File: config.mk
export PLATFORM = sky130hd
export DESIGN_NAME = lr_irq
export DESIGN_NICKNAME = d
export VERILOG_FILES = /design/src/rtl/lr_irq.sv
export SDC_FILE = /design/constraint.sdc
export NUM_CORES = 1
export LEC_CHECK = 0
export CORE_AREA = 2 2 71 73
export CTS_CLUSTER_SIZE = 25
export DETAILED_ROUTE_END_ITERATION = 12
export DIE_AREA = 0 0 73 75
export PLACE_DENSITY = 0.7
export SLEW_MARGIN = 20
export SYNTH_ARGS = -nofsm -noshare
export SYNTH_HDL_FRONTEND = slang
export SYNTH_SLANG_ARGS = --single-unit
File: constraint.sdc
create_clock -name clock4 -period 5.9 [get_ports clock4]
set_input_delay 1.18 -clock clock4 [delete_from_list [all_inputs] [get_ports clock4]]
set_output_delay 1.18 -clock clock4 [all_outputs]
set_load 0.05 [all_outputs]
File: src/rtl/lr_irq.sv
// lr_irq: interrupt controller with IF/IE registers, edge capture, delayed-EI IME and fixed-priority vectoring.
// Ports: clock4/resetn (async active-low) clock and reset.
//        address/indata/load/store/outdata form the core bus; IF and IE are memory-mapped on it.
//        irq_in carries the request lines (rising edge sets IF).
//        ime_set/ime_set_now/ime_clr are the EI/RETI/DI pulses; instr_done marks an instruction boundary.
//        int_req/int_vector/int_ack form the dispatch handshake with the sequencer.
//        wake requests exit from HALT; dime shows IME on.
module lr_irq #(
  parameter int          NUM_IRQ    = 5,
  parameter logic [15:0] VEC_BASE   = 16'h0040,
  parameter int          VEC_STRIDE = 8,
  parameter logic [15:0] IF_ADDR    = 16'hff0f,
  parameter logic [15:0] IE_ADDR    = 16'hffff
) (
  input  logic               clock4,
  input  logic               resetn,
  input  logic [15:0]        address,
  input  logic [7:0]         indata,
  output logic [7:0]         outdata,
  input  logic               load,
  input  logic               store,
  input  logic [NUM_IRQ-1:0] irq_in,
  input  logic               ime_set,
  input  logic               ime_set_now,
  input  logic               ime_clr,
  input  logic               instr_done,
  output logic               int_req,
  output logic [15:0]        int_vector,
  input  logic               int_ack,
  output logic               wake,
  output logic               dime
);
  typedef enum logic [1:0] {OFF, ARM, ON} state_e;
  state_e state_q, state_d;
  logic [NUM_IRQ-1:0] if_q, if_d, prev_q, rise, pending, ack_mask;
  logic [7:0] ie_q, ie_d, outdata_q, outdata_d, if_rd;
  logic int_req_q, int_req_d, ack, if_hit, ie_hit;
  logic [2:0] p;
  always_comb begin
    if_hit = address == IF_ADDR;
    ie_hit = address == IE_ADDR;
    rise = irq_in & ~prev_q;
    pending = if_q & ie_q[NUM_IRQ-1:0];
    ack = int_ack & int_req_q;
    // x & -x isolates the lowest set bit, i.e. the channel being serviced
    ack_mask = ack ? (pending & (~pending + NUM_IRQ'(1))) : '0;
    // edge set beats ack clear, which beats the bus write
    if_d = (((store & if_hit) ? indata[NUM_IRQ-1:0] : if_q) & ~ack_mask) | rise;
    ie_d = (store & ie_hit) ? indata : ie_q;
    if_rd = 8'hff;
    if_rd[NUM_IRQ-1:0] = if_q;
    outdata_d = (load & if_hit) ? if_rd : (load & ie_hit) ? ie_q : outdata_q;
    p = '0;
    for (int i = NUM_IRQ - 1; i >= 0; i--)
      if (pending[i]) p = 3'(i);
  end
  always_comb begin
    state_d = state_q;
    case (state_q)
      OFF: state_d = ime_set_now ? ON : ime_set ? ARM : OFF;
      ARM: state_d = (instr_done | ime_set_now) ? ON : ARM;
      ON:  state_d = ack ? OFF : ON;
      default: state_d = OFF;
    endcase
    if (ime_clr) state_d = OFF;
    int_req_d = (state_d == ON) & |(if_d & ie_d[NUM_IRQ-1:0]);
  end
  always_ff @(posedge clock4 or negedge resetn) begin
    if (!resetn) begin
      state_q   <= OFF;
      if_q      <= '0;
      ie_q      <= '0;
      prev_q    <= '0;
      outdata_q <= '0;
      int_req_q <= 1'b0;
    end else begin
      state_q   <= state_d;
      if_q      <= if_d;
      ie_q      <= ie_d;
      prev_q    <= irq_in;
      outdata_q <= outdata_d;
      int_req_q <= int_req_d;
    end
  end
  assign outdata    = outdata_q;
  assign int_req    = int_req_q;
  assign int_vector = VEC_BASE + 16'(VEC_STRIDE) * {13'd0, p};
  assign wake       = |pending;
  assign dime       = state_q == ON;
endmodule
---- Yosys cells after proc, flatten, opt, wreduce, memory -nomap -nowiden ----
Cells that the tools add are included.
cells by class
  add/subtract/negate cells ............... 2
  $mul .................................... 0
  divide/modulo/power cells ............... 0
  order comparisons ....................... 0
  equality and inequality tests ........... 5
  shifts and indexed selects .............. 0
  multiplexer cells ....................... 16
  bitwise operators ....................... 16
  reductions and logical operators ........ 4
operator list
  kind                  count
  $eq 16x16->1 const B  2
  $and 5x5->5           5
  $mux 8                2
  $mux 3                5
  $mux 5                3
  $not 5->5             3
  $reduce_or 5->1       2
  $add 7x6->8 const A   1
  $mux 2                4
  $and 1x1->1           6
  $pmux 2 s3            1
  $add 5x1->5 const B   1
  $or 5x5->5            1
  $eq 2x2->1 const B    2
  $eq 2x1->1 const B    1
  $logic_not 2->1       1
  $reduce_bool 2->1     1
  $mux 1                1
  $or 1x1->1            1
storage, ports and cells
  register bits ........................... 29
  latch bits .............................. 0
  RAM bits ................................ 0
  bits in read-only memories .............. 0
  bits of input ports ..................... 38
  output and inout port bits .............. 27
  word-level logic and storage cells ...... 50
  memories kept ........................... 0

---- Longest topological paths before layout ----
  depth after elaboration ................. 11
  depth in mapped cells ................... 6
  depth with buffers taken out ............ 6

---- Worst setup path after synthesis ----
Ideal clock, no wire load.
  path kind ............................... reg2out
  start ................................... register ie_q[1]
  end ..................................... output port int_vector[5]
  data arrival time ....................... 1861 ps
  required time ........................... 4720 ps
  setup slack ............................. 2859 ps
  stages on the path, launching flop included .. 3
  cells stage by stage .................... dfrtp_1 a22o_1 nor3_1
between the ends
  longest elaborated chain between the ends .. 4
ends and longest elaborated chain
  item                      line  RTL
  start: declaration        36    logic [7:0] ie_q, ie_d, outdata_q, outdata_d, if_rd;
  start signal: assignment  79    ie_q <= ie_d;
  $and 5x5->5               43    pending = if_q & ie_q[NUM_IRQ-1:0];
  $mux 3 (2 in series)      55    if (pending[i]) p = 3'(i);
  $add 7x6->8               87    assign int_vector = VEC_BASE + 16'(VEC_STRIDE) * {13'd0, p};
  end: declaration          28    output logic [15:0] int_vector,
Every way passes these cells.

---- Worst setup path after layout ----
Ends and elaborated chain as after synthesis.

==> impl_summary.txt <==
----------------------------------------------------
[Synth]
  Register bit count reported by yosys ... 29
  Syn. warnings ... 0
  Post-synthesis instance area ... 1474 um2
  Leading post-synthesis cells by cell area ... dfrtp_1 49%, buf_4 6.6%, mux2_2 5.3%
  Largest family of logic cells by synthesized area ... simple AND/OR/NAND/NOR gates
  Portion of the post-synthesis area used by sequential elements ... 49.24%
  Most numerous cell in the Yosys netlist ... dfrtp_1
  Top cells by instance count after synthesis ... 29 x dfrtp_1, 15 x nand2_1, 13 x buf_4
  Count of flip-flops with a built-in enable after synthesis ... 0
  Cell count after synthesis ... 137
  Share of Yosys cell area claimed by the top area cell type ... 49.24%
  Mean cell area of the mapped netlist ... 10.76 um2
  Mux contribution to synthesized area ... 10.19%
  Largest area contributor in the netlist ... dfrtp_1
  Simple-gate area share of the yosys netlist ... 16.89%
  Async set or reset register ratio after synthesis ... 100.0%
  Parity-gate share of the synthesized area counting xor and xnor cells ... 0%
  Compound-cell area share of the yosys netlist ... 14.26%
  Adder-cell area share of the yosys netlist ... 0%
  Leading register cell type out of synthesis ... dfrtp_1
  Netlist cell types ... 34

[Pwr]
  Maximum vdd drop ... 0.09363 mV
  Leakage power summed over all cells ... 0.0009330 uW
  P per Cell Area ... 201.6 nW/um2
  PnR Total Power ... 419.0 uW

[Critical path]
  Stage delay of the slowest cell on the critical path ... 880 ps
  Slowest-stage cell, CP ... clkdlybuf4s50_1
  Largest fanout on the critical path ... 5
  Worst reg-to-reg setup slack ... 3770 ps
  Cell breakdown of the critical path ... a22o_1 -> nor3_1 -> clkdlybuf4s50_1
  Setup crit start kind ... flop
  Data arrival at the endpoint of the critical path ... 2260 ps
  Type of element capturing the critical path ... output port
  Critical path type ... flop to output port
  Required time at the worst-slack endpoint ... 4720 ps

[Die]
  Core region area ... 4661 um2
  Floorplan row count ... 25
  Die Outline Area ... 5475 um2
  Initial Utilization ... 31.62%
  X dimension of the die ... 73 um
  Vertical extent of the die ... 75 um
  Top-level I/O count ... 65

[Layout]
  Final standard cell area without fillers ... 2078 um2
  Area of the multi-input gates ... 658.1 um2
  Flip-flop and latch area ... 725.7 um2
  Number of inserted diodes ... 0
  Final net count ... 230
  Area growth, synth to finish ... 41.00%
  Filler cell count in the final layout ... 459
  Fraction of layout instances using a drive strength above 1 ... 11.40%

[STA]
  Final number of hold-violating endpoints ... 0
  Worst Skew ... 5.097 ps
  Highest Clock Rate ... 290.6 MHz
  Relative slew slack ... 62.18%
  Setup repair after global routing missed its margin ... no
  Final-layout setup total negative slack ... 0 ps
  Worst Tran Pin Value ... 563.0 ps
  Final-layout worst hold slack ... 459.3 ps
  Period utilisation layout ... 58.33%
  Slew Limit Fails ... 0
  Minimum period implied by the final worst setup slack ... 3441 ps
  Total of endpoints with negative setup slack in the final report ... 0

[CTS]
  H-Tree Depth ... 2
  Number of hold buffers added after cts ... 0
  Clock Sinks ... 29
  Clk buf depth ... 2
  Count of instances resized after the clock tree is built ... 0
  Setup Buffers After CTS ... 0
  Clock insertion delay at the later pin of the skew report ... 280 ps
  Clock buffer count from CTS ... 5
  TritonCTS clock tree ... yes
  Root buffer cell ... clkbuf_8
  Post-CTS clock slew at the launch and capture registers of the worst setup and hold paths ... 60 ps

[Detailed routing]
  Highest metal used ... met4
  Number of antenna-violating nets in the routed design ... 0
  Number of iterations in the first detailed-routing pass ... 4
  Sum of routed wire segments on met1 ... 1498 um
  WL/cell ... 13.88 um
  Count of unresolved DRC violations after routing ... 0
  Total number of vias ... 1,216
  Met2 wirelength from detailed routing ... 1683 um
  WL met3 ... 197 um
  Final Routed Wirelength ... 3428 um
  First DRT Iteration DRCs ... 76
  Vias per cell ... 4.923

[Place]
  Cell area after placement ... 1996 um2
  Routability cong. ... 0.8240
  Number of buffers inserted by port buffering ... 51
  Total half-perimeter wirelength after legalization and detailed placement ... 2589 um

[GRT]
  Antenna violations before repair ... 0
  Pin count of the biggest net entering global routing ... 30
  Total congestion overflow after global routing ... 0
  Vias in the first global route ... 1,163
  Global-route wire length before repair ... 5375 um
  Overall routing resource usage ... 13.34%

[Run status]
  Run status ... complete, no violations

[Min path]
  Hold WC Path Type ... flop to flop

[Flow run]
  Max_cap viols ... 0

----------------------------------------------------
final timing paths:
path / cells after the start / startpoint / end
max: 3 / ie_q[1] / int_vector[5]
min: 1 / state_q[1] / state_q[0]
max reg2reg: 6 / ie_q[1] / int_req
min reg2reg: 1 / state_q[1] / state_q[0]
max in group asynchronous: 2 / resetn / ie_q[1]
min in group asynchronous: 2 / resetn / outdata[3]
layout by cell type (no fill, tap or decap), types with 2 or more instances in the layout:
cell type         n
a21oi_1          10
a22o_1            2
a32oi_1           3
and2_1            2
clkbuf_8          5
clkdlybuf4s50_1  51
clkinv_2          2
conb_1           13
dfrtp_1          29
inv_1             7
mux2_2            7
mux2i_1           6
nand2_1          15
nand4_1           8
nor2_1            7
nor2b_1           2
o211ai_1          2
o22a_1            3
report_power, final:
group	internal, uW	switching, uW
logic	26.5	33.9
clock network	81.4	74.2
registers	202	1.37
flip-flops by register name (all words and copies together), names as in the netlist:
signal	count
int_req	1
ie_q	8
state_q	2
outdata	8
prev_q	5
if_q	5
layer usage:
| metal | GRT usage [%] | vias up |
|---|---|---|
| li1 | - | 590 |
| met1 | 14.95 | 585 |
| met2 | 22.82 | 36 |
| met3 | 5.489 | 5 |
| met4 | 4.938 | 0 |
| met5 | 0 | - |
metrics by stage:
stage / util (%) / setup slack, ps / std cells
6_report: 44.59 / 2459 / 247
2_1_floorplan: - / 2859 / 148
3_5_place_dp: 42.82 / 2316 / 239
5_1_grt: 44.59 / 2361 / 247
3_3_place_gp: 42.82 / 2364 / 239
4_1_cts: 44.59 / 2453 / 247
final cells by class:
class	count	area share, %
Clock buffer	6	3.492
Clock inverter	2	0.4816
Inverter	7	1.264
Multi-Input combinational cell	97	31.67
Sequential cell	29	34.92
Tap cell	54	3.251
Timing Repair Buffer	52	24.92
kinds of logic after synthesis:
kind of cell | after synthesis
other | 2
and+or+nand+nor | 43
buffers and inverters | 22
AOI/OAI and AO/OA | 27
DFF | 29
muxes | 14
critical path: cells and delay by family, from the launching register on:
kind | cells | cell delay [ps]
flops | 1 | 430
compound gates | 1 | 300
simple gates | 1 | 370
buf+inv | 1 | 880
Power figures use the tool's default switching activity.
